[src/rtl/bpu_update_if.sv]
// Signal bundle between the fetch/EX pipeline and the branch-predictor update unit.
// IF_Valid qualifies the fetch snapshot; each *_En/_Inst output and Mispredict is a one-cycle pulse whose data fields are zero while it is low.
interface bpu_update_if;
  logic        Stall;
  logic        Flush;
  logic        IF_Valid;
  logic [10:0] IF_PHT_Read_Index;
  logic [1:0]  IF_PHT_Read_Data;
  logic        IF_BTB_Hit;
  logic        IF_Pred_Taken;
  logic [31:0] IF_Pred_Target;
  logic [2:0]  EX_Br_Type;
  logic [31:0] EX_PC;
  logic        EX_Taken;
  logic [31:0] EX_Target;

  logic [10:0] PHT_Write_Index;
  logic [1:0]  PHT_Write_Data;
  logic        PHT_Write_En;
  logic        GHR_Write_Data;
  logic        GHR_Write_En;
  logic [31:0] BTB_Write_Addr;
  logic [31:0] BTB_Write_Data;
  logic        BTB_Write_En;
  logic        RAS_CALL_Inst;
  logic [31:0] RAS_CALL_Inst_nextPC;
  logic        RAS_RET_Inst_EX;
  logic        Branch_Taken__EX_MEM;
  logic        Mispredict;
  logic [31:0] Redirect_PC;

  modport slave (
    input  Stall, Flush, IF_Valid, IF_PHT_Read_Index, IF_PHT_Read_Data, IF_BTB_Hit,
           IF_Pred_Taken, IF_Pred_Target, EX_Br_Type, EX_PC, EX_Taken, EX_Target,
    output PHT_Write_Index, PHT_Write_Data, PHT_Write_En, GHR_Write_Data, GHR_Write_En,
           BTB_Write_Addr, BTB_Write_Data, BTB_Write_En, RAS_CALL_Inst, RAS_CALL_Inst_nextPC,
           RAS_RET_Inst_EX, Branch_Taken__EX_MEM, Mispredict, Redirect_PC
  );

  modport master (
    output Stall, Flush, IF_Valid, IF_PHT_Read_Index, IF_PHT_Read_Data, IF_BTB_Hit,
           IF_Pred_Taken, IF_Pred_Target, EX_Br_Type, EX_PC, EX_Taken, EX_Target,
    input  PHT_Write_Index, PHT_Write_Data, PHT_Write_En, GHR_Write_Data, GHR_Write_En,
           BTB_Write_Addr, BTB_Write_Data, BTB_Write_En, RAS_CALL_Inst, RAS_CALL_Inst_nextPC,
           RAS_RET_Inst_EX, Branch_Taken__EX_MEM, Mispredict, Redirect_PC
  );
endinterface

[src/rtl/bpu_update_unit.sv]
// Carries the fetch-time prediction down an ID/EX shadow pipe and, when the EX branch
// resolves, issues registered PHT/GHR/BTB/RAS update pulses plus a mispredict redirect.
module bpu_update_unit (
  input logic         CLK,
  input logic         RST,
  bpu_update_if.slave bus
);

  typedef struct packed {
    logic        valid;
    logic [10:0] index;
    logic [1:0]  ctr;
    logic        hit;
    logic        pred_taken;
    logic [31:0] pred_target;
  } snap_t;

  typedef struct packed {
    logic        pht_we;
    logic [10:0] pht_idx;
    logic [1:0]  pht_data;
    logic        ghr_we;
    logic        ghr_data;
    logic        btb_we;
    logic [31:0] btb_addr;
    logic [31:0] btb_data;
    logic        ras_call;
    logic [31:0] ras_npc;
    logic        ras_ret;
    logic        br_taken;
    logic        mispred;
    logic [31:0] redirect;
  } upd_t;

  snap_t       id_q, id_d, ex_q, ex_d;
  upd_t        out_q, out_d;
  logic        byp_vld_q, byp_vld_d;
  logic [10:0] byp_idx_q, byp_idx_d;
  logic [1:0]  byp_ctr_q, byp_ctr_d;

  logic        is_cond, is_jal, is_jalr, is_call, is_ret, is_br;
  logic        fire, taken, btb_need, mispred;
  logic [1:0]  base_ctr, new_ctr, tag;
  logic [31:0] seq_pc;

  assign is_cond = (bus.EX_Br_Type == 3'b001);
  assign is_jal  = (bus.EX_Br_Type == 3'b010);
  assign is_jalr = (bus.EX_Br_Type == 3'b011);
  assign is_call = (bus.EX_Br_Type == 3'b100);
  assign is_ret  = (bus.EX_Br_Type == 3'b101);
  assign is_br   = is_cond | is_jal | is_jalr | is_call | is_ret;
  assign fire    = !bus.Stall && ex_q.valid && is_br;
  // Only conditional branches can resolve not-taken; jumps/calls/returns always redirect.
  assign taken   = is_cond ? bus.EX_Taken : 1'b1;
  assign seq_pc  = bus.EX_PC + 32'd4;

  // Back-to-back updates to one index start from the count just written, not the stale fetch read.
  assign base_ctr = (byp_vld_q && (byp_idx_q == ex_q.index)) ? byp_ctr_q : ex_q.ctr;
  assign btb_need = taken && (!ex_q.hit || (ex_q.pred_target != bus.EX_Target) ||
                              (!ex_q.pred_taken && !is_cond));
  assign mispred  = (ex_q.pred_taken != taken) ||
                    (taken && (ex_q.pred_target[31:2] != bus.EX_Target[31:2]));

  always_comb begin
    new_ctr = base_ctr;
    if (taken) begin
      if (base_ctr != 2'b11) new_ctr = base_ctr + 2'd1;
    end else begin
      if (base_ctr != 2'b00) new_ctr = base_ctr - 2'd1;
    end
  end

  always_comb begin
    tag = 2'b00;
    if (is_jal || is_call) tag = 2'b01;
    else if (is_jalr)      tag = 2'b10;
    else if (is_ret)       tag = 2'b11;
  end

  always_comb begin
    id_d = id_q;
    ex_d = ex_q;
    if (!bus.Stall) begin
      id_d = '{valid: bus.IF_Valid, index: bus.IF_PHT_Read_Index, ctr: bus.IF_PHT_Read_Data,
               hit: bus.IF_BTB_Hit, pred_taken: bus.IF_Pred_Taken,
               pred_target: bus.IF_Pred_Target};
      ex_d = id_q;
    end
    if (bus.Flush) begin
      id_d.valid = 1'b0;
      ex_d.valid = 1'b0;
    end
  end

  always_comb begin
    byp_vld_d = byp_vld_q;
    byp_idx_d = byp_idx_q;
    byp_ctr_d = byp_ctr_q;
    if (!bus.Stall) begin
      byp_vld_d = fire && is_cond;
      byp_idx_d = ex_q.index;
      byp_ctr_d = new_ctr;
    end
  end

  always_comb begin
    out_d = '0;
    if (fire) begin
      out_d.br_taken = taken;
      out_d.mispred  = mispred;
      out_d.redirect = taken ? {bus.EX_Target[31:2], 2'b00} : seq_pc;
      out_d.ras_ret  = is_ret;
      if (is_cond) begin
        out_d.pht_we   = 1'b1;
        out_d.pht_idx  = ex_q.index;
        out_d.pht_data = new_ctr;
        out_d.ghr_we   = 1'b1;
        out_d.ghr_data = taken;
      end
      if (btb_need) begin
        out_d.btb_we   = 1'b1;
        out_d.btb_addr = bus.EX_PC;
        out_d.btb_data = {bus.EX_Target[31:2], tag};
      end
      if (is_call) begin
        out_d.ras_call = 1'b1;
        out_d.ras_npc  = seq_pc;
      end
    end
  end

  always_ff @(posedge CLK) begin
    if (!RST) begin
      id_q      <= '0;
      ex_q      <= '0;
      out_q     <= '0;
      byp_vld_q <= 1'b0;
      byp_idx_q <= '0;
      byp_ctr_q <= '0;
    end else begin
      id_q      <= id_d;
      ex_q      <= ex_d;
      out_q     <= out_d;
      byp_vld_q <= byp_vld_d;
      byp_idx_q <= byp_idx_d;
      byp_ctr_q <= byp_ctr_d;
    end
  end

  assign bus.PHT_Write_En         = out_q.pht_we;
  assign bus.PHT_Write_Index      = out_q.pht_idx;
  assign bus.PHT_Write_Data       = out_q.pht_data;
  assign bus.GHR_Write_En         = out_q.ghr_we;
  assign bus.GHR_Write_Data       = out_q.ghr_data;
  assign bus.BTB_Write_En         = out_q.btb_we;
  assign bus.BTB_Write_Addr       = out_q.btb_addr;
  assign bus.BTB_Write_Data       = out_q.btb_data;
  assign bus.RAS_CALL_Inst        = out_q.ras_call;
  assign bus.RAS_CALL_Inst_nextPC = out_q.ras_npc;
  assign bus.RAS_RET_Inst_EX      = out_q.ras_ret;
  assign bus.Branch_Taken__EX_MEM = out_q.br_taken;
  assign bus.Mispredict           = out_q.mispred;
  assign bus.Redirect_PC          = out_q.redirect;

endmodule

[src/flat_wrapper.sv]
// flat-port wrapper written by rule: the top's interface ports become plain ports
module bpu_update_unit_flat 
  (CLK, RST, bus_Stall, bus_Flush, bus_IF_Valid, bus_IF_PHT_Read_Index, bus_IF_PHT_Read_Data, bus_IF_BTB_Hit, bus_IF_Pred_Taken, bus_IF_Pred_Target, bus_EX_Br_Type, bus_EX_PC, bus_EX_Taken, bus_EX_Target, bus_PHT_Write_Index, bus_PHT_Write_Data, bus_PHT_Write_En, bus_GHR_Write_Data, bus_GHR_Write_En, bus_BTB_Write_Addr, bus_BTB_Write_Data, bus_BTB_Write_En, bus_RAS_CALL_Inst, bus_RAS_CALL_Inst_nextPC, bus_RAS_RET_Inst_EX, bus_Branch_Taken__EX_MEM, bus_Mispredict, bus_Redirect_PC);
  bpu_update_if bus_i ();
  input logic CLK;
  input logic RST;
  input wire logic [$bits(bus_i.Stall)-1:0] bus_Stall;
  input wire logic [$bits(bus_i.Flush)-1:0] bus_Flush;
  input wire logic [$bits(bus_i.IF_Valid)-1:0] bus_IF_Valid;
  input wire logic [$bits(bus_i.IF_PHT_Read_Index)-1:0] bus_IF_PHT_Read_Index;
  input wire logic [$bits(bus_i.IF_PHT_Read_Data)-1:0] bus_IF_PHT_Read_Data;
  input wire logic [$bits(bus_i.IF_BTB_Hit)-1:0] bus_IF_BTB_Hit;
  input wire logic [$bits(bus_i.IF_Pred_Taken)-1:0] bus_IF_Pred_Taken;
  input wire logic [$bits(bus_i.IF_Pred_Target)-1:0] bus_IF_Pred_Target;
  input wire logic [$bits(bus_i.EX_Br_Type)-1:0] bus_EX_Br_Type;
  input wire logic [$bits(bus_i.EX_PC)-1:0] bus_EX_PC;
  input wire logic [$bits(bus_i.EX_Taken)-1:0] bus_EX_Taken;
  input wire logic [$bits(bus_i.EX_Target)-1:0] bus_EX_Target;
  output wire logic [$bits(bus_i.PHT_Write_Index)-1:0] bus_PHT_Write_Index;
  output wire logic [$bits(bus_i.PHT_Write_Data)-1:0] bus_PHT_Write_Data;
  output wire logic [$bits(bus_i.PHT_Write_En)-1:0] bus_PHT_Write_En;
  output wire logic [$bits(bus_i.GHR_Write_Data)-1:0] bus_GHR_Write_Data;
  output wire logic [$bits(bus_i.GHR_Write_En)-1:0] bus_GHR_Write_En;
  output wire logic [$bits(bus_i.BTB_Write_Addr)-1:0] bus_BTB_Write_Addr;
  output wire logic [$bits(bus_i.BTB_Write_Data)-1:0] bus_BTB_Write_Data;
  output wire logic [$bits(bus_i.BTB_Write_En)-1:0] bus_BTB_Write_En;
  output wire logic [$bits(bus_i.RAS_CALL_Inst)-1:0] bus_RAS_CALL_Inst;
  output wire logic [$bits(bus_i.RAS_CALL_Inst_nextPC)-1:0] bus_RAS_CALL_Inst_nextPC;
  output wire logic [$bits(bus_i.RAS_RET_Inst_EX)-1:0] bus_RAS_RET_Inst_EX;
  output wire logic [$bits(bus_i.Branch_Taken__EX_MEM)-1:0] bus_Branch_Taken__EX_MEM;
  output wire logic [$bits(bus_i.Mispredict)-1:0] bus_Mispredict;
  output wire logic [$bits(bus_i.Redirect_PC)-1:0] bus_Redirect_PC;
  assign bus_i.Stall = bus_Stall;
  assign bus_i.Flush = bus_Flush;
  assign bus_i.IF_Valid = bus_IF_Valid;
  assign bus_i.IF_PHT_Read_Index = bus_IF_PHT_Read_Index;
  assign bus_i.IF_PHT_Read_Data = bus_IF_PHT_Read_Data;
  assign bus_i.IF_BTB_Hit = bus_IF_BTB_Hit;
  assign bus_i.IF_Pred_Taken = bus_IF_Pred_Taken;
  assign bus_i.IF_Pred_Target = bus_IF_Pred_Target;
  assign bus_i.EX_Br_Type = bus_EX_Br_Type;
  assign bus_i.EX_PC = bus_EX_PC;
  assign bus_i.EX_Taken = bus_EX_Taken;
  assign bus_i.EX_Target = bus_EX_Target;
  assign bus_PHT_Write_Index = bus_i.PHT_Write_Index;
  assign bus_PHT_Write_Data = bus_i.PHT_Write_Data;
  assign bus_PHT_Write_En = bus_i.PHT_Write_En;
  assign bus_GHR_Write_Data = bus_i.GHR_Write_Data;
  assign bus_GHR_Write_En = bus_i.GHR_Write_En;
  assign bus_BTB_Write_Addr = bus_i.BTB_Write_Addr;
  assign bus_BTB_Write_Data = bus_i.BTB_Write_Data;
  assign bus_BTB_Write_En = bus_i.BTB_Write_En;
  assign bus_RAS_CALL_Inst = bus_i.RAS_CALL_Inst;
  assign bus_RAS_CALL_Inst_nextPC = bus_i.RAS_CALL_Inst_nextPC;
  assign bus_RAS_RET_Inst_EX = bus_i.RAS_RET_Inst_EX;
  assign bus_Branch_Taken__EX_MEM = bus_i.Branch_Taken__EX_MEM;
  assign bus_Mispredict = bus_i.Mispredict;
  assign bus_Redirect_PC = bus_i.Redirect_PC;
  bpu_update_unit u_core (.CLK(CLK), .RST(RST), .bus(bus_i));
endmodule
[config.mk]
export PLATFORM = sky130hd
export DESIGN_NAME = bpu_update_unit_flat
export DESIGN_NICKNAME = d
export VERILOG_FILES = /design/src/rtl/bpu_update_if.sv /design/src/rtl/bpu_update_unit.sv /design/src/flat_wrapper.sv
export SDC_FILE = /design/constraint.sdc
export NUM_CORES = 1
export LEC_CHECK = 0
export ABC_AREA = 1
export CAP_MARGIN = 40
export CORE_ASPECT_RATIO = 0.7
export CORE_MARGIN = 2
export CORE_UTILIZATION = 48
export DETAILED_ROUTE_END_ITERATION = 10
export PLACE_DENSITY = 0.84
export SYNTH_ARGS = -nofsm -noshare
export SYNTH_HDL_FRONTEND = slang
export SYNTH_SLANG_ARGS = --single-unit
[constraint.sdc]
create_clock -name CLK -period 2.4 [get_ports CLK]
set_clock_uncertainty 0.1 [all_clocks]
set_input_delay 0.6 -clock CLK [delete_from_list [all_inputs] [get_ports CLK]]
set_output_delay 0.6 -clock CLK [all_outputs]
set_load 0.005 [all_outputs]
==> impl_metrics.py, run 1 <==
metrics = {
    "status": {
        "status": "finished clean",
    },
    "floorplan": {
        "die_x_um": 172,
        "die_area_um2": 21000,
        "die_h_um": 122,
        "coreArea_um2": 19600,
        "rows": 43,
        "ioPinCount": 269,
        "start_util_pct": 48.5,
    },
    "final_layout": {
        "synthToLayoutAreaGrowth_pct": 46.1,
        "drive_gt1_share_pct": 11.5,
        "final_cell_mix": "309 x nor2_1, 266 x clkdlybuf4s50_1, 258 x dfxtp_1",
        "fin_util_pct": 70.9,
        "nets": 1647,
        "final_common_cell": "nor2_1",
        "finalNonFillerCells": 1814,
    },
    "clocking": {
        "cts_resized": 0,
        "clk_pin_slew_ns": 0.06,
        "cts_sinks": 258,
        "numCtsBuffers": 24,
        "clock_latency_ns": 0.52,
        "htree_num_levels": 1,
        "postCtsSetupBuffers": 0,
        "cts_tree": "built",
        "cts_buffer_depth": 3,
        "cts-root-buf": "clkbuf_16",
        "cts_hold_buf": 0,
    },
    "synthesis": {
        "yosys.area_share.simple_pct": 23.7,
        "synthArstFlopShare_pct": 0,
        "syn_area_um2": 9530,
        "synth_top_family_by_area": "simple AND/OR/NAND/NOR gates",
        "synth_seq_cells": 258,
        "syn-instance-count": 1196,
        "synth-edff-count": 0,
        "seq_area_frac_synth_pct": 54.2,
        "synth_compound_area_share_pct": 9.78,
        "synth.avg_cell_area_um2": 7.97,
        "yosys_warnings": 0,
        "synthAdderAreaFrac_pct": 0.131,
        "synth_xor_area_share_pct": 4.77,
        "synth_cell_type_count": 42,
        "synth_nets": 1317,
        "muxShareOfSynthArea_pct": 0,
        "synth-main-ff-cell": "dfxtp_1",
    },
    "sta": {
        "rsz0062_at_grt": "no",
        "hold_violations": 0,
        "slew_viol_final": 0,
        "worstMarginPinSlew_ns": 0.485,
        "setup_violations": 0,
        "timing.hold.ws_ns": 0.368,
        "max_slew_margin_pct": 67.7,
        "period_needed_ns": 2.13,
        "fin_crit_sh_pct": 88.7,
        "clock.fmax_ghz": 0.470,
    },
    "drt": {
        "vias_per_cell": 4.94,
        "ant_nets": 0,
        "wl_per_cell_um": 16.1,
        "routed_wl_mm": 29.3,
        "drt-initial-drc-count": 799,
        "firstDrtPassIters": 6,
        "remaining_drc_errors": 0,
        "num_vias": 8970,
    },
    "global_route": {
        "grt_use_total_pct": 27.4,
        "gr-total-overflow": 0,
        "grt_start_max_net_pins": 134,
        "grt_first_pass_wirelength_mm": 44.4,
        "antenna_found_initial": 2,
        "grt_pass1_vias": 8646,
    },
    "critical_path": {
        "critPathLaunchType": "primary input",
        "critPathMaxFanout": 3,
        "reg2regPathDepth": 8,
        "cpPeakStageDelay_ns": 0.49,
        "endpoint_kind": "register",
        "crit_path_top_delay_cell": "clkdlybuf4s50_1",
        "crit_arrival_ns": 2.47,
        "crit_type": "primary input to register",
        "crit_chain": "clkdlybuf4s50_1, ha_1, nand3_2, buf_4, nor3_1, nand4_1, xor2_1, inv_1, o21ai_0",
        "required_ns": 2.74,
    },
    "pwr": {
        "power_density_nw_per_um2": 679,
        "power.switching_mw": 2.18,
        "netSwitchingFraction_pct": 23.0,
        "comb_power_share_pct": 9.5,
        "internal_power_mw": 7.28,
        "pwr-share-seq_pct": 47.5,
        "vdd_ir_drop_max_mv": 0.439,
        "power_mw": 9.45,
        "power_frac_clock_pct": 43.0,
        "power_leakage_nw": 6.04,
    },
    "place": {
        "port_buffers": 268,
        "hpwl_mm": 21.6,
        "place.gp.congestion": 0.937,
        "numPlacedInstances": 1770,
    },
    "hold_path": {
        "hold_depth": 2,
        "min_path_type": "register to register",
    },
    "run": {
        "max-cap-violations": 0,
    },
}
## sequential cells by signal, summed over array words and instances, names as in the netlist, 11 cells and up
signal,flops
u_core.bus.BTB_Write_Addr,32
u_core.bus.BTB_Write_Data,32
u_core.bus.PHT_Write_Index,11
u_core.bus.RAS_CALL_Inst_nextPC,32
u_core.bus.Redirect_PC,32
u_core.byp_idx_q,11
u_core.ex_q,48
u_core.id_q,48
## cells by family (layout without fill, tap and decap cells)
family,count (synthesis),after routing
AOI/OAI and AO/OA,180,180
xor gates and xnor gates,51,51
adders and majority gates,1,1
buffers and inverters,173,520
DFF,258,258
other,0,1
and+or+nand+nor,533,533
## worst max-delay path: cells and delay by family
family                   cells  cell delay (ns)
XOR/XNOR                     1             0.19
AND/OR/NAND/NOR              3             0.60
adder cells (fa/ha/maj)      1             0.21
buffers and inverters        3             0.73
AO/OA/AOI/OAI                1             0.13
## Yosys cell counts, types with 5 or more instances
library cell | instances | area share [%]
nor3_1 | 14 | 0.74
xor2_1 | 36 | 3.3
a21oi_1 | 32 | 1.7
o21ai_0 | 132 | 6.9
o22ai_1 | 7 | 0.46
nand2_2 | 5 | 0.33
buf_2 | 9 | 0.47
nor4_1 | 5 | 0.33
clkbuf_1 | 34 | 1.3
nand3_1 | 24 | 1.3
nand4_1 | 13 | 0.85
nor2_2 | 14 | 0.92
xnor2_1 | 14 | 1.3
inv_1 | 115 | 4.5
dfxtp_1 | 258 | 54
nand2_1 | 128 | 5.0
nor2_1 | 310 | 12
## area by class of cell
cell class	count	area, um^2
diodes	1	2.50
well taps	270	338
repair buffers	356	3440
clock inverters	11	139
multi-input cells	765	3660
inverters	121	455
clock buffers	32	722
fillers	1489	5720
flip-flops and latches	258	5160
## stage by stage
stage	cell area, um^2	setup slack [ns]	TNS, ns
2_1_floorplan	9530	0.460	0
3_3_place_gp	13100	-0.175	-5.23
3_5_place_dp	13100	-0.225	-10.99
4_1_cts	13900	0.253	0
5_1_grt	13900	0.170	0
6_report	13900	0.270	0
## worst paths after layout
check | end | slack, ns | start
setup reg to reg | u_core.bus.BTB_Write_Addr[21] | 0.63 | u_core.ex_q[10]
setup / recovery | u_core.bus.Redirect_PC[20] | 0.27 | bus_EX_PC[3]
hold / removal | u_core.byp_idx_q[5] | 0.37 | u_core.byp_idx_q[5]
hold reg to reg | u_core.byp_idx_q[5] | 0.37 | u_core.byp_idx_q[5]
## per-layer routing
metal / part of all wire [%] / vias up / global-route usage [%]
met4: 4.4 / 0 / 11.6
met1: 42 / 4083 / 36.0
met2: 43 / 400 / 42.2
li1: - / 4400 / -
met5: 0 / - / 0
met3: 11 / 87 / 8.19
## power by group through the flow
stage          clock [mW]  combinational, mW  sequential [mW]
2_1_floorplan           0              0.437             4.56
3_3_place_gp            0              0.861             4.57
3_5_place_dp            0              0.880             4.58
4_1_cts              4.09              0.892             4.49
5_1_grt              4.27              0.994             4.50
6_report             4.07              0.898             4.49
No activity file was read; power rests on OpenSTA's default activity.
==> inputs of run 2 (changes only) <==
--- a/config.mk
+++ b/config.mk
@@ -5,7 +5,6 @@
 export SDC_FILE = /design/constraint.sdc
 export NUM_CORES = 1
 export LEC_CHECK = 0
-export ABC_AREA = 1
 export CAP_MARGIN = 40
 export CORE_ASPECT_RATIO = 0.7
 export CORE_MARGIN = 2
==> run 2 against run 1 <==
Critical path depth shrank 1. Largest cell class unchanged. Utilization grew 2.4 points. Clock-buffer cell count grew 3. Largest power group unchanged. Synthesized cell count shrank 21%. Highest routed layer unchanged. Power grew 0.72%.
==> impl_metrics.py, run 2 <==
metrics = {
    "floorplan": {
        "start_util_pct": 49.5,
        "coreArea_um2": 19100,
        "die_area_um2": 20900,
        "rows": 42,
        "ioPinCount": 269,
        "die_h_um": 122,
        "die_x_um": 172,
    },
    "clocking": {
        "clock_latency_ns": 0.51,
        "cts_buffer_depth": 3,
        "numCtsBuffers": 25,
        "cts_tree": "built",
        "cts-root-buf": "clkbuf_16",
        "cts_sinks": 258,
        "htree_num_levels": 1,
        "clk_pin_slew_ns": 0.06,
    },
    "synthesis": {
        "synth.avg_cell_area_um2": 10.1,
        "yosysTopAreaCellShare_pct": 54.5,
        "synth.top_cells.by_count": "258 x dfxtp_1, 111 x nor2_1, 108 x mux2i_1",
        "synth_seq_cells": 258,
        "syn-instance-count": 939,
        "synth_top_cell_by_area": "dfxtp_1",
        "synthArstFlopShare_pct": 0,
        "synth-main-ff-cell": "dfxtp_1",
        "yosys_warnings": 0,
        "seq_area_frac_synth_pct": 54.5,
        "syn_area_um2": 9480,
        "synth_cell_type_count": 42,
        "synth-edff-count": 0,
        "yosysMostFrequentCell": "dfxtp_1",
        "synthTopCellsByArea": "dfxtp_1 55%, mux2i_1 11%, nor2b_1 6.9%, xor2_1 5.1%, nor2_1 4.4%",
        "synth_nets": 1060,
    },
    "sta": {
        "timing.final.ws_setup_ns": 0.00557,
        "worstMarginPinSlew_ns": 0.791,
        "period_needed_ns": 2.39,
        "rsz0062_at_grt": "no",
        "fin_setup_tns_ns": 0,
        "slew_viol_final": 0,
        "setup_violations": 0,
        "max_slew_margin_pct": 47.2,
        "clock.fmax_ghz": 0.418,
        "hold_violations": 0,
        "fin_crit_sh_pct": 99.8,
    },
    "pwr": {
        "power_frac_clock_pct": 45.7,
        "power_density_nw_per_um2": 679,
        "power_leakage_nw": 5.82,
        "vdd_ir_drop_max_mv": 0.446,
        "internal_power_mw": 7.52,
        "pwr-share-seq_pct": 46.4,
        "comb_power_share_pct": 7.9,
        "netSwitchingFraction_pct": 21.0,
        "power.switching_mw": 2.00,
    },
    "hold_path": {
        "hold_end": "u_core.bus.RAS_RET_Inst_EX",
        "min_path_type": "primary input to register",
        "hp-start": "bus_Stall",
        "hold_depth": 3,
    },
    "final_layout": {
        "stdcell_area_um2": 14000,
        "final_cell_mix": "266 x clkdlybuf4s50_1, 258 x dfxtp_1, 111 x nor2_1",
        "drive_gt1_share_pct": 11.9,
        "nets": 1391,
        "synthToLayoutAreaGrowth_pct": 47.9,
        "fin_util_pct": 73.3,
        "antenna_cells": 0,
        "reg_top3": "u_core.ex_q (48), u_core.id_q (48)",
        "final_common_cell": "clkdlybuf4s50_1",
    },
    "drt": {
        "remaining_drc_errors": 0,
        "firstDrtPassIters": 6,
        "drt-initial-drc-count": 691,
        "num_vias": 7795,
        "met3_length_mm": 2.06,
        "wl_per_cell_um": 17.9,
        "wl_met1_mm": 12.1,
        "top_layer": "met4",
        "ant_nets": 0,
        "vias_per_cell": 5.02,
        "dr_wl_met2_mm": 12.6,
        "routed_wl_mm": 27.8,
    },
    "critical_path": {
        "rrSetupSlack_ns": 0.30,
        "cpPeakStageDelay_ns": 0.60,
        "crit_type": "primary input to register",
        "cp_top_family": "buffers and inverters",
        "critPathBufInv": 3,
        "endpoint_kind": "register",
        "critPathLaunchType": "primary input",
        "required_ns": 2.69,
        "crit_path_top_delay_cell": "clkdlybuf4s50_1",
        "crit_arrival_ns": 2.68,
        "crit_chain": "clkdlybuf4s50_1, xor2_1, nor4_1, nand4_1, nor3_4, buf_4, buf_12, nor2_1",
        "reg2reg_to": "u_core.bus.BTB_Write_Addr[26]",
        "reg2regPathDepth": 7,
        "timing.rr.start": "u_core.ex_q[9]",
        "critPathMaxFanout": 20,
    },
    "global_route": {
        "gr-total-overflow": 0,
        "grt_first_pass_wirelength_mm": 41.8,
        "grt_start_max_net_pins": 113,
        "grt_pass1_vias": 7593,
        "antenna_found_initial": 0,
        "grt_use_total_pct": 26.0,
    },
    "status": {
        "status": "finished clean",
    },
    "place": {
        "port_buffers": 268,
        "place.gp.congestion": 0.917,
        "hpwl_mm": 20.3,
        "post-place-ws_ns": -0.543,
        "placed_area_um2": 13100,
    },
    "run": {
        "max-cap-violations": 0,
    },
}
[run 2: how the worst max path moves through the flow]
stage | start | cells after the start | end
floorplan | bus_EX_Br_Type[1] | 7 | u_core.byp_ctr_q[1]
global placement | bus_EX_Target[31] | 7 | u_core.bus.BTB_Write_Data[0]
detailed placement | bus_EX_Target[31] | 7 | u_core.bus.BTB_Write_Data[0]
CTS | bus_EX_Target[31] | 7 | u_core.bus.BTB_Write_Data[0]
global route | bus_EX_Target[31] | 8 | u_core.bus.BTB_Write_Addr[26]
finish | bus_EX_Target[31] | 8 | u_core.bus.BTB_Write_Addr[26]
[run 2: final cells by class]
cell class	count	area, um^2
inverter	3	11.3
clock buffer	35	753
tap	264	330
multi-input combinational	619	4070
clock inverter	10	183
timing repair buffer	363	3500
fill	1361	5110
sequential	258	5160
[run 2: logic make-up after synthesis]
group                      count (synthesis)  synth area share [%]
AOI/OAI and AO/OA                         58                  3.62
DFF                                      258                  54.5
xor gates and xnor gates                  72                  6.66
buffers and inverters                     62                  2.94
adders and majority gates                  4                 0.475
and+or+nand+nor                          376                  20.3
muxes                                    109                  11.5
[run 2: tightest hold or removal path, stage by stage]
cell,delay [ns]
buf_6,0.08
nand3b_4,0.16
nor3_1,0.06
[run 2: power by group through the flow]
stage | Combinational [mW] | Clock [mW] | Sequential, mW
finish | 0.753 | 4.35 | 4.42
detailed placement | 0.740 | 0 | 4.51
floorplan | 0.326 | 0 | 4.50
CTS | 0.749 | 4.42 | 4.42
global route | 0.807 | 4.62 | 4.43
global placement | 0.726 | 0 | 4.51
[run 2: what timing repair did]
action                                  CTS  global route
setup buffers                             0             0
hold buffers                              0             0
endpoints found under the hold margin     0             0
pin swaps                                 0             3
endpoints found under the setup margin    2            48
resized for setup                         1             3
[run 2: routing by layer]
| layer | global-route usage (%) | up-vias |
|---|---|---|
| li1 | - | 3764 |
| met1 | 35.4 | 3635 |
| met2 | 41.8 | 324 |
| met3 | 4.94 | 72 |
| met4 | 8.93 | 0 |
| met5 | 0 | - |
[run 2: stage by stage]
step           power [mW]  hold slack, ns  cells
5_1_grt              9.85           0.347   1552
6_report             9.52           0.346   1552
3_5_place_dp         5.26           0.402   1507
2_1_floorplan        4.82           0.348    939
3_3_place_gp         5.24           0.378   1507
4_1_cts              9.59           0.335   1552
==> inputs of run 3 (changes only) <==
--- a/config.mk
+++ b/config.mk
@@ -9,6 +9,7 @@
 export CORE_ASPECT_RATIO = 0.7
 export CORE_MARGIN = 2
 export CORE_UTILIZATION = 48
+export CTS_CLUSTER_SIZE = 12
 export DETAILED_ROUTE_END_ITERATION = 10
 export PLACE_DENSITY = 0.84
 export SYNTH_ARGS = -nofsm -noshare
==> run 3 against run 2 <==
Combinational power hardly changed. Routed wire length hardly changed. Register-to-register slack worse by 0.07 ns. Via count is 0.10% higher. Critical path type unchanged. Largest power group unchanged.
==> impl_metrics.py, run 3 (same netlist as run 2, synthesis figures left out) <==
metrics = {
    "sta": {
        "fin_setup_tns_ns": 0,
        "max_slew_margin_pct": 45.5,
        "setup_violations": 0,
        "clock.fmax_ghz": 0.418,
        "worstMarginPinSlew_ns": 0.817,
        "period_needed_ns": 2.39,
        "hold_violations": 0,
        "rsz0062_at_grt": "yes",
        "fin_crit_sh_pct": 99.7,
        "slew_viol_final": 0,
    },
    "floorplan": {
        "ioPinCount": 269,
        "die_area_um2": 20900,
        "die_h_um": 122,
        "coreArea_um2": 19100,
        "rows": 42,
        "die_x_um": 172,
        "start_util_pct": 49.5,
    },
    "clocking": {
        "postCtsSetupBuffers": 0,
        "clk_pin_slew_ns": 0.06,
        "cts_sinks": 258,
        "cts_buffer_depth": 3,
        "cts_tree": "built",
        "cts-root-buf": "clkbuf_16",
        "clock_latency_ns": 0.52,
        "cts_hold_buf": 0,
        "htree_num_levels": 1,
        "numCtsBuffers": 26,
    },
    "final_layout": {
        "drive_gt1_share_pct": 11.0,
        "final_common_cell": "clkdlybuf4s50_1",
        "reg_top3": "u_core.ex_q (48), u_core.id_q (48)",
        "fillCellCount": 1385,
        "synthToLayoutAreaGrowth_pct": 45.8,
        "final_cell_mix": "265 x clkdlybuf4s50_1, 258 x dfxtp_1, 111 x nor2_1",
        "antenna_cells": 0,
        "nets": 1393,
    },
    "critical_path": {
        "reg2regPathDepth": 6,
        "crit_path_end": "u_core.bus.BTB_Write_Addr[3]",
        "cp-startpoint": "bus_EX_Target[6]",
        "critPathLaunchType": "primary input",
        "reg2reg_to": "u_core.bus.BTB_Write_Addr[3]",
        "cp_num_cells": 7,
        "crit_chain": "clkdlybuf4s50_1, xor2_1, nor4_1, nand4_1, nor3_4, clkbuf_4, nor2_1",
        "rrSetupSlack_ns": 0.23,
        "required_ns": 2.69,
        "endpoint_kind": "register",
        "crit_path_top_delay_cell": "clkdlybuf4s50_1",
        "cp_top_family": "simple AND/OR/NAND/NOR gates",
        "crit_type": "primary input to register",
        "timing.rr.start": "u_core.ex_q[9]",
        "critPathMaxFanout": 15,
        "crit_arrival_ns": 2.69,
        "critPathBufInv": 2,
        "cpPeakStageDelay_ns": 0.51,
    },
    "drt": {
        "routed_wl_mm": 27.8,
        "firstDrtPassIters": 5,
        "drt-initial-drc-count": 670,
        "wl_per_cell_um": 18.0,
        "vias_per_cell": 5.05,
        "num_vias": 7803,
        "ant_nets": 0,
        "remaining_drc_errors": 0,
    },
    "place": {
        "place.gp.congestion": 0.917,
        "port_buffers": 268,
        "hpwl_mm": 20.3,
    },
    "global_route": {
        "antenna_found_initial": 0,
        "grt_start_max_net_pins": 113,
        "grt_first_pass_wirelength_mm": 41.4,
        "gr-total-overflow": 0,
        "grt_pass1_vias": 7556,
        "grt_use_total_pct": 25.8,
    },
    "pwr": {
        "power_leakage_nw": 5.73,
        "power_density_nw_per_um2": 636,
        "power_frac_clock_pct": 41.2,
        "comb_power_share_pct": 8.5,
        "netSwitchingFraction_pct": 21.8,
        "power.switching_mw": 1.92,
        "internal_power_mw": 6.87,
        "power_mw": 8.79,
        "pwr-share-seq_pct": 50.3,
        "vdd_ir_drop_max_mv": 0.452,
    },
    "status": {
        "status": "finished clean",
    },
    "hold_path": {
        "min_path_type": "primary input to register",
    },
    "run": {
        "max-cap-violations": 0,
    },
}
run 3: worst min path at each step:
| stage | from | endpoint | slack [ns] | depth (start not counted) |
|---|---|---|---|---|
| after floorplan | u_core.ex_q[32] | u_core.bus.Mispredict | 0.35 | 1 |
| after global placement | u_core.byp_vld_q | u_core.byp_vld_q | 0.38 | 1 |
| after detailed placement | u_core.byp_vld_q | u_core.byp_vld_q | 0.40 | 1 |
| after CTS | bus_Stall | u_core.bus.RAS_RET_Inst_EX | 0.33 | 3 |
| after global routing | bus_Stall | u_core.bus.RAS_RET_Inst_EX | 0.34 | 3 |
| final | bus_Stall | u_core.bus.RAS_RET_Inst_EX | 0.34 | 3 |
run 3: worst min-delay path, stage by stage:
cell	delay, ns
buf_6	0.08
nand3b_4	0.16
nor3_1	0.06
run 3: cell type report:
| class | instances | area, um^2 | area share (%) |
|---|---|---|---|
| clock buffer | 34 | 722 | 5.23 |
| clock inverter | 2 | 13.8 | 0.0996 |
| inverter | 3 | 11.3 | 0.0815 |
| multi-input combinational | 619 | 4070 | 29.4 |
| sequential | 258 | 5160 | 37.4 |
| tap | 264 | 330 | 2.39 |
| timing repair buffer | 364 | 3510 | 25.4 |
run 3: per-stage QoR:
step	cell area, um^2	setup slack [ns]	cells	hold slack (ns)	util (%)
3_3_place_gp	13100	-0.486	1507	0.378	68.2
2_1_floorplan	9480	0.305	939	0.348	-
4_1_cts	13800	0.0610	1543	0.326	72.1
3_5_place_dp	13100	-0.543	1507	0.402	68.2
6_report	13800	0.00751	1544	0.340	72.2
5_1_grt	13800	-0.0155	1544	0.336	72.2
run 3: what timing repair did:
item,4_1_cts,5_1_grt
pin swaps,0,3
gates resized for setup,1,4
cloned,0,1
endpoints found under the setup margin,1,34
run 3: per-layer routing:
metal	wire length, um	GRT usage (%)	up-vias	part of all wire [%]
li1	-	-	3766	-
met1	12200	34.8	3655	44
met2	12500	41.5	325	45
met3	2200	5.39	57	7.9
met4	884	8.82	0	3.2
met5	0	0	-	0
run 3: power by group through the flow:
stage | registers, mW | clock network, mW | logic, mW
2_1_floorplan | 4.50 | 0 | 0.326
3_3_place_gp | 4.51 | 0 | 0.726
3_5_place_dp | 4.51 | 0 | 0.740
4_1_cts | 4.42 | 3.68 | 0.746
5_1_grt | 4.43 | 3.87 | 0.805
6_report | 4.42 | 3.62 | 0.751
